**config.mk**
```make
export PLATFORM = sky130hd
export DESIGN_NAME = mod_counter_n
export DESIGN_NICKNAME = d
export VERILOG_FILES = /design/src/rtl/mod_counter_n.sv
export SDC_FILE = /design/constraint.sdc
export NUM_CORES = 1
export LEC_CHECK = 0
export BUFFER_PORTS_ARGS = -buffer_cell sky130_fd_sc_hd__buf_2
export CELL_PAD_IN_SITES_DETAIL_PLACEMENT = 1
export CELL_PAD_IN_SITES_GLOBAL_PLACEMENT = 2
export CORE_UTILIZATION = 24
export CTS_CLUSTER_DIAMETER = 40
export DETAILED_ROUTE_END_ITERATION = 12
export PLACE_DENSITY = 0.81
export RECOVER_POWER = 25
export SYNTH_ARGS = -nofsm -noshare
export SYNTH_HDL_FRONTEND = slang
export SYNTH_SLANG_ARGS = --single-unit
```
**constraint.sdc**
```tcl
create_clock -name clk -period 1.7 [get_ports clk]
set_input_delay 0.34 -clock clk [delete_from_list [all_inputs] [get_ports clk]]
set_output_delay 0.34 -clock clk [all_outputs]
set_load 0.01 [all_outputs]
```
**src/rtl/mod_counter_n.sv**
```systemverilog
// mod_counter_n: modulo-M up/down counter with 74LS161-style clear/load/enables,
// cascade carry-out, registered wrap pulse and sticky overflow flag.
module mod_counter_n #(
    parameter int unsigned WIDTH   = 4,
    parameter int unsigned MODULUS = 16
) (
    input  logic             clk,
    input  logic             rst,
    input  logic             clr,
    input  logic             ld,
    input  logic [WIDTH-1:0] d,
    input  logic             en_p,
    input  logic             en_t,
    input  logic             up,
    input  logic             ovf_clr,
    output logic [WIDTH-1:0] q,
    output logic             tc,
    output logic             co,
    output logic             wrap,
    output logic             ovf
);
    // One extra bit so MODULUS = 2^WIDTH is representable.
    localparam logic [WIDTH:0]   LP_MOD = (WIDTH+1)'(MODULUS);
    localparam logic [WIDTH-1:0] LP_MAX = WIDTH'(MODULUS - 1);

    logic [WIDTH-1:0] r_q;
    logic             r_wrap;
    logic             r_ovf;

    logic             w_at_max;
    logic             w_at_zero;
    logic             w_illegal;
    logic             w_count;
    logic             w_wrap_evt;
    logic [WIDTH-1:0] w_ld_val;
    logic [WIDTH-1:0] w_q_next;

    assign w_at_max   = (r_q == LP_MAX);
    assign w_at_zero  = (r_q == '0);
    assign w_illegal  = ({1'b0, r_q} >= LP_MOD);
    assign w_count    = en_p & en_t & ~clr & ~ld;
    // An escape from an illegal state lands on 0 but is not a wrap.
    assign w_wrap_evt = w_count & ~w_illegal & (up ? w_at_max : w_at_zero);
    assign w_ld_val   = ({1'b0, d} < LP_MOD) ? d : LP_MAX;

    always_comb begin
        w_q_next = r_q;
        if (clr) begin
            w_q_next = '0;
        end else if (ld) begin
            w_q_next = w_ld_val;
        end else if (en_p & en_t) begin
            if (w_illegal)
                w_q_next = '0;
            else if (up)
                w_q_next = w_at_max ? '0 : r_q + 1'b1;
            else
                w_q_next = w_at_zero ? LP_MAX : r_q - 1'b1;
        end
    end

    always_ff @(posedge clk) begin
        if (rst) begin
            r_q    <= '0;
            r_wrap <= 1'b0;
            r_ovf  <= 1'b0;
        end else begin
            r_q    <= w_q_next;
            r_wrap <= w_wrap_evt;
            if (w_wrap_evt)
                r_ovf <= 1'b1;
            else if (ovf_clr)
                r_ovf <= 1'b0;
        end
    end

    assign q    = r_q;
    assign tc   = up ? w_at_max : w_at_zero;
    assign co   = tc & en_t;
    assign wrap = r_wrap;
    assign ovf  = r_ovf;

endmodule

```
# --- Yosys cells after proc, flatten, opt, wreduce, memory -nomap -nowiden ---
# Index checks and enable logic that the tools add are counted.
# W data, S select, Z words.
totals:
  register_bits: 6
  in_bits: 12
  output_inout_bits: 8
op_classes:
  add_sub_neg: 2
  n_eq_ne: 1
  mux: 8
  bitwise_logic: 7
  n_reduce_logical: 4
ops:
  columns: ["operator", "count"]
  rows:
  - ["$mux W4", 5]
  - ["$and A1 B1 Y1", 5]
  - ["$add A4 B1 Y4 const B", 1]
  - ["$eq A4 B4 Y1 const B", 1]
  - ["$logic_not A4 Y1", 1]
  - ["$reduce_bool A2 Y1", 2]
  - ["$sub A4 B1 Y4 const B", 1]
  - ["$mux W1", 3]
  - ["$not A1 Y1", 2]
  - ["$reduce_or A2 Y1", 1]

# --- Depth between registers and ports, before layout ---
# Gate-level depths: netlist of run 1.
logic_depth:
  word_depth: 5
  mapped_depth: 6

# --- Least setup slack after synthesis of run 1 ---
# No wires, ideal clock.
synth_path:
  path_type: "register -> output"
  from: "reg r_q[0] (netlist: q[0])"
  to: "out co"
  t_arrival_ns: 1.398
  t_required_ns: 1.360
  setup_slack_ns: -0.038
  stages_incl_launch_ff: 6
  cell_sequence: "dfxtp_1 inv_1 ha_1 nor4b_2 a41o_2 and2_2"
synth_between:
  elab_chain_cells: 3
  word_cells_on_any_way: 4
  cone_classes: "eq/ne (1); mux (1); bitwise (1); reduce/logical (1)"
synth_rtl:
  columns: ["element", "line_no", "rtl"]
  rows:
  - ["from (decl)", "26", "logic [WIDTH-1:0] r_q;"]
  - ["from (signal assigned)", "68", "r_q <= w_q_next;"]
  - ["$eq A4 B4 Y1 or $logic_not A4 Y1 (tied branches)", "38, 39", null]
  - ["$mux W1 (*)", "78", "assign tc = up ? w_at_max : w_at_zero;"]
  - ["net tc", "17", "output logic tc,"]
  - ["$and A1 B1 Y1 (*)", "79", "assign co = tc & en_t;"]
  - ["to (decl)", "18", "output logic co,"]
# Mark *: on every way through the listed nets, which the timed path passes. The rest lies on a longest branch.

# --- Worst setup path after layout of run 1 ---
layout_path:
  from: "reg r_q[1] (netlist: q[1])"
  to: "out co"
layout_between:
  elab_chain_cells: 3
  word_cells_on_any_way: 4
  cone_classes: "eq/ne (1); mux (1); bitwise (1); reduce/logical (1)"
layout_rtl:
  columns: ["element", "line_no"]
  rows:
  - ["$eq A4 B4 Y1 or $logic_not A4 Y1 (tied branches)", "38, 39"]
  - ["$mux W1 (*)", "78"]
  - ["$and A1 B1 Y1 (*)", "79"]
# Every way passes the cells marked *; elsewhere a longest branch is shown, timed or not.

==> flow_summary.toml, run 1 <==
[drt]
drt_pre_antenna_iters = 4
vias_per_cell = 4.74
routedWlPerCell_um = 14.0
dr.first_iter.drc_count = 2
drc_errors = 0
ant_nets = 0
wirelength_um = 1450
via_count = 493

[finish]
antennaDiodeCount = 0
syn_to_final_growth_pct = 55.7
nets = 95
drive_gt1_share_pct = 55.7

[clock_network]
cts_buffers = 3
root_buffer = "clkbuf_4"
clock_path_buffers = 2
cts_sinks = 6
cts_tree = "done"
path_clk_slew_ps = 50
worstSkewPairLatency_ps = 260
cts_max_level = 1
cts_hold_buf = 0

[power_and_ir_drop]
power_uw = 426
powerDensity_nw_per_um2 = 612
peakVddDrop_v = 0.000224
cellLeakagePower_uw = 0.000342

[logic_synthesis]
ys.flop_type = "dfxtp_1"
synth-edff-count = 0
synth.top_cell.area_share_pct = 26.9
yosysUniqueCellTypes = 31
yosysWarnings = 0
ys_seq_area_share_pct = 26.9
synthTopCellsByArea = "dfxtp_1, xnor2_1, ha_1"
synth_top_cell_by_area = "dfxtp_1"
async_flop_share_pct = 0
synth.avg_cell_area_um2 = 9.12
netlist_area_um2 = 447
synthesis.nets = 63
synthCells = 49
ys_ff_latch = 6

[critical_path]
cp.required_ps = 1360
r2r_start = "q[1]"
setup.worst_path.start = "q[1]"
startpoint_type = "register"
r2r_end = "q[3]"
crit_path_end = "co"
rrSetupSlack_ps = 200
path_max_fanout = 2
critPathArrivalTime_ps = 1400
critPathKind = "register to output pin"
worstSetupEndpointType = "output pin"
ff2ff_path_depth = 7

[sta]
relSlewSlack_pct = 77.0
final.period_utilization_pct = 102
tightest_slew_ps = 344
whs_ps = 250
drv_slew = 0
setup_viol = 2
grt_setup_unrepaired = "true"
finalCriticalPeriod_ps = 1740
hold_viol_final = 0
timing.fmax_mhz = 574
fin_ws_ps = -41.8
clock_skew_ps = 2.56

[floorplan]
dieWidth_um = 45.1
die_y_um = 45.1
pin_count = 20
start_util_pct = 25.9
core-area_um2 = 1730
rows = 15
dieArea_um2 = 2040

[placement]
port_buffers = 19
dpl.hpwl_um = 991
place.gp.congestion = 0.770

[worst_hold_path]
hp-start = "rst"
hp-class = "primary input to register"

[status]
outcome = "complete, but fails checks"
violations = "setup timing"

[run]
cap_violations = 0

[global_routing]
grt_pass1_wl_um = 2370
grt_pass1_vias = 480
grt_max_degree = 8
grt-ovfl-total = 0
grt_use_total_pct = 16.8
grt_antenna_before_repair = 0
power breakdown:
part | switching (uW) | internal [uW]
sequential | 4.67 | 146
combinational | 60.5 | 72.5
clock | 61.4 | 80.5
total | 127 | 299
registers in the layout, indices dropped and copies added, names as in the netlist:
register	cells
ovf	1
q	4
wrap	1
layer usage:
layer / routed length [um] / track usage [%] / part of all wire (%)
met4: 25 / 5.45 / 1.7
met5: 0 / 0 / 0
met2: 728 / 27.8 / 50
met1: 621 / 20.7 / 43
met3: 77 / 4.80 / 5.3
worst min path at each step:
stage,end,depth (start not counted)
2_1_floorplan,ovf,1
3_3_place_gp,ovf,2
3_5_place_dp,ovf,2
4_1_cts,ovf,2
5_1_grt,ovf,2
6_report,ovf,2
kinds of logic (layout without fill, tap and decap cells):
logic type      after synthesis  count (layout)  share of synthesized area [%]
mux                           2               2                           4.48
xor+xnor                      3               3                           5.88
compound gates               16              16                           26.6
flops                         6               6                           26.9
simple gates                 15              15                           24.4
buf+inv                       5              35                           6.16
fa+ha+maj                     2               2                           5.60
critical path, cell delays in order (launching register included):
cell	delay [ps]
dfxtp_2	330
inv_2	50
ha_4	150
nor4b_4	130
a41o_2	250
and2_4	140
buf_6	110
through the flow:
stage	setup slack [ps]	instances	TNS, ps	util (%)	instance area [um^2]
2_1_floorplan	5.13	49	0	-	448
3_3_place_gp	95.0	97	0	34.9	603
3_5_place_dp	58.0	97	0	34.9	603
4_1_cts	-48.8	103	-69.0	40.0	691
5_1_grt	-91.3	104	-166	40.3	696
6_report	-41.8	104	-66.8	40.3	696
what timing repair did:
action                                 4_1_cts  5_1_grt
pin swaps                                    3        1
setup buffers                                3        1
resized for setup                           11        0
endpoints found under the hold margin        0        0
setup endpoints to repair                    2        2
layout make-up:
| type | instances | area [um^2] |
|---|---|---|
| multi-input cells | 38 | 324 |
| well taps | 25 | 31.3 |
| inverters | 3 | 11.3 |
| fillers | 225 | 1030 |
| clock buffers | 3 | 22.5 |
| repair buffers | 29 | 184 |
| flip-flops and latches | 6 | 123 |
Yosys cell counts, types with 2 or more instances:
master	n
xnor2_1	3
dfxtp_1	6
a21oi_1	2
inv_1	3
nand2_1	2
a21boi_0	2
ha_1	2
o21ai_0	4
mux2i_1	2
nor2_1	2
cell usage in the layout (no fill, tap or decap), types with 2 or more instances in the layout:
master,n
clkbuf_1,2
buf_2,15
buf_6,3
inv_2,2
dfxtp_1,4
mux2i_1,2
o21ai_0,4
buf_4,9
xnor2_1,3
dfxtp_2,2
a21boi_0,2
nor2_1,2
a21oi_1,2
clkbuf_4,3
nand2_1,2
(Power assumes the default switching activity.)
==> run 2, diff against run 1 <==
--- a/config.mk
+++ b/config.mk
@@ -5,12 +5,14 @@
 export SDC_FILE = /design/constraint.sdc
 export NUM_CORES = 1
 export LEC_CHECK = 0
-export BUFFER_PORTS_ARGS = -buffer_cell sky130_fd_sc_hd__buf_2
+export ABC_AREA = 1
+export BUFFER_PORTS_ARGS = -buffer_cell sky130_fd_sc_hd__clkbuf_2
 export CELL_PAD_IN_SITES_DETAIL_PLACEMENT = 1
 export CELL_PAD_IN_SITES_GLOBAL_PLACEMENT = 2
-export CORE_UTILIZATION = 24
+export CORE_UTILIZATION = 21
 export CTS_CLUSTER_DIAMETER = 40
 export DETAILED_ROUTE_END_ITERATION = 12
+export GPL_TIMING_DRIVEN = 0
 export PLACE_DENSITY = 0.81
 export RECOVER_POWER = 25
 export SYNTH_ARGS = -nofsm -noshare
==> run 2 against run 1 <==
Compared with the run above:
- worst hold slack better by 31 ps
- critical endpoint unchanged
- largest cell class unchanged
- clock-buffer cell count stayed put
- fmax is 6.7% higher
- clock skew hardly changed
- critical path type unchanged
- die area is 14% higher
- setup slack better by 110 ps
- combinational power is 4% lower
- the flow now finishes without violations
- area after synthesis is 0.56% higher
- final cell count is 23% higher
- first-iteration DRC count is 50% higher
- synthesized cell count is 47% higher
==> flow_summary.toml, run 2 <==
[logic_synthesis]
synthTopCellsByArea = "dfxtp_1, nand2_1, inv_1"
ys_ff_latch = 6
synth_top_cell_by_area = "dfxtp_1"
yosysMostFrequentCell = "nand2_1"
ys.flop_type = "dfxtp_1"
synth-edff-count = 0
synth.top_cell.area_share_pct = 26.7
synthesis.nets = 86
synthCells = 72
synth.avg_cell_area_um2 = 6.24
ys_seq_area_share_pct = 26.7
synth_common_cells = "nand2_1, inv_1, dfxtp_1"
async_flop_share_pct = 0
yosysUniqueCellTypes = 20
yosysWarnings = 0
netlist_area_um2 = 449

[critical_path]
path_buf_inv = 1
critPathArrivalTime_ps = 1290
rrSetupSlack_ps = 270
cpPeakStageDelay_ps = 390
r2r_start = "q[0]"
critPathKind = "register to output pin"
slowest_stage = "dfxtp_4"
crit_chain = "ha_4 > nand3_2 > nor2_4 > a21oi_4 > nor2_1 > buf_2"
crit_family = "flip-flops"
r2r_end = "q[0]"
setup.worst_path.start = "q[1]"
startpoint_type = "register"
path_max_fanout = 6
cp.required_ps = 1360
worstSetupEndpointType = "output pin"
ff2ff_path_depth = 10

[worst_hold_path]
whs_endpoint = "ovf"
hp-start = "ovf_clr"
worstHoldPathCells = 2
hp-class = "primary input to register"

[drt]
routedWlPerCell_um = 10.7
vias_per_cell = 4.36
wirelength_um = 1380
ant_nets = 0
drt_pre_antenna_iters = 3
dr.first_iter.drc_count = 3
via_count = 558
drc_errors = 0

[sta]
clock_skew_ps = 2.80
timing.fmax_mhz = 612
final.period_utilization_pct = 96.1
grt_setup_unrepaired = "false"
drv_slew = 0
relSlewSlack_pct = 80.2
finalSetupTns_ps = 0
finalCriticalPeriod_ps = 1630
setup_viol = 0
hold_viol_final = 0
fin_ws_ps = 66.8
tightest_slew_ps = 296

[clock_network]
clock_path_buffers = 2
cts_max_level = 1
worstSkewPairLatency_ps = 240
cts_sinks = 6
root_buffer = "clkbuf_4"
path_clk_slew_ps = 40
cts_tree = "done"
cts_buffers = 3

[placement]
dpl.hpwl_um = 1020
placed_area_um2 = 578
place_ws_ps = -0.435
port_buffers = 19
place.gp.congestion = 0.719

[finish]
drive_gt1_share_pct = 44.6
final_cell_mix = "nand2_1, clkbuf_2, inv_1"
layout_commonest_cell = "nand2_1"
antennaDiodeCount = 0
syn_to_final_growth_pct = 59.3
largest_register_ffs = 4
nets = 117
final_area_um2 = 716

[floorplan]
pin_count = 20
die_y_um = 48.3
core-area_um2 = 1980
dieWidth_um = 48.3
dieArea_um2 = 2330
rows = 16
start_util_pct = 22.7

[global_routing]
grt-ovfl-total = 0
grt_pass1_wl_um = 2130
grt_use_total_pct = 13.1
grt_antenna_before_repair = 0
grt_max_degree = 9
grt_pass1_vias = 508

[power_and_ir_drop]
internal_power_uw = 285
cellLeakagePower_uw = 0.000356
swShare_pct = 31.2
seq_power_share_pct = 37.9
p_switching_uw = 129
peakVddDrop_v = 0.000405
powerDensity_nw_per_um2 = 578
clkPwrFrac_pct = 31.0
pwr-share-comb_pct = 31.0

[run]
cap_violations = 0

[status]
outcome = "finished clean"
run 2: kinds of logic after synthesis:
kind of cell	synth area share (%)
simple gates	34.0
buf+inv	12.5
compound gates	19.2
flops	26.7
fa+ha+maj	5.57
xor+xnor	1.95
run 2: area by class of cell:
cell class	instances	area [um^2]
fillers	258	1270
multi-input cells	51	324
repair buffers	26	145
flip-flops and latches	6	129
inverters	15	61.3
well taps	27	33.8
clock buffers	3	22.5
run 2: worst register-to-register path: stages, from the launching register on:
cell     delay (ps)
dfxtp_4         360
inv_4            70
ha_4            130
inv_4            40
nor2_4          130
buf_4           130
buf_4            90
nand2_1          40
a21oi_1         120
nand2_1          70
a31oi_1         150
run 2: worst max path at each step:
| stage | endpoint | slack (ps) | cells after the start |
|---|---|---|---|
| after CTS | tc | 7 | 7 |
| after global routing | co | 2 | 6 |
| after global placement | tc | -10 | 7 |
| after detailed placement | tc | -0.4 | 7 |
| after floorplan | co | 230 | 6 |
| final | co | 70 | 6 |
run 2: through the flow:
| step | cells | hold slack (ps) | total power [uW] | utilization (%) |
|---|---|---|---|---|
| final | 128 | 282 | 414 | 36.1 |
| after global routing | 128 | 271 | 448 | 36.1 |
| after CTS | 125 | 276 | 402 | 33.5 |
| after detailed placement | 118 | 470 | 260 | 29.2 |
| after global placement | 118 | 458 | 258 | 29.2 |
| after floorplan | 72 | 425 | 218 | - |
run 2: what timing repair did:
action | 4_1_cts | 5_1_grt
setup buffers | 4 | 3
gates resized for setup | 10 | 10
setup endpoints to repair | 2 | 2
endpoints found under the hold margin | 0 | 0
hold buffers | 0 | 0
pin swaps | 2 | 4
cloned | 0 | 0
run 2: routing by layer:
layer | part of all wire [%] | global-route usage [%]
met1 | 40 | 15.7
met2 | 56 | 24.0
met3 | 3.5 | 4.44
met4 | 0 | 0
met5 | 0 | 0
run 2: power by group through the flow:
stage / Sequential, uW / Clock [uW] / Combinational [uW]
final: 157 / 128 / 128
after global routing: 158 / 146 / 143
after CTS: 157 / 134 / 111
after detailed placement: 160 / 0 / 99.4
after global placement: 160 / 0 / 97.3
after floorplan: 159 / 0 / 59.0
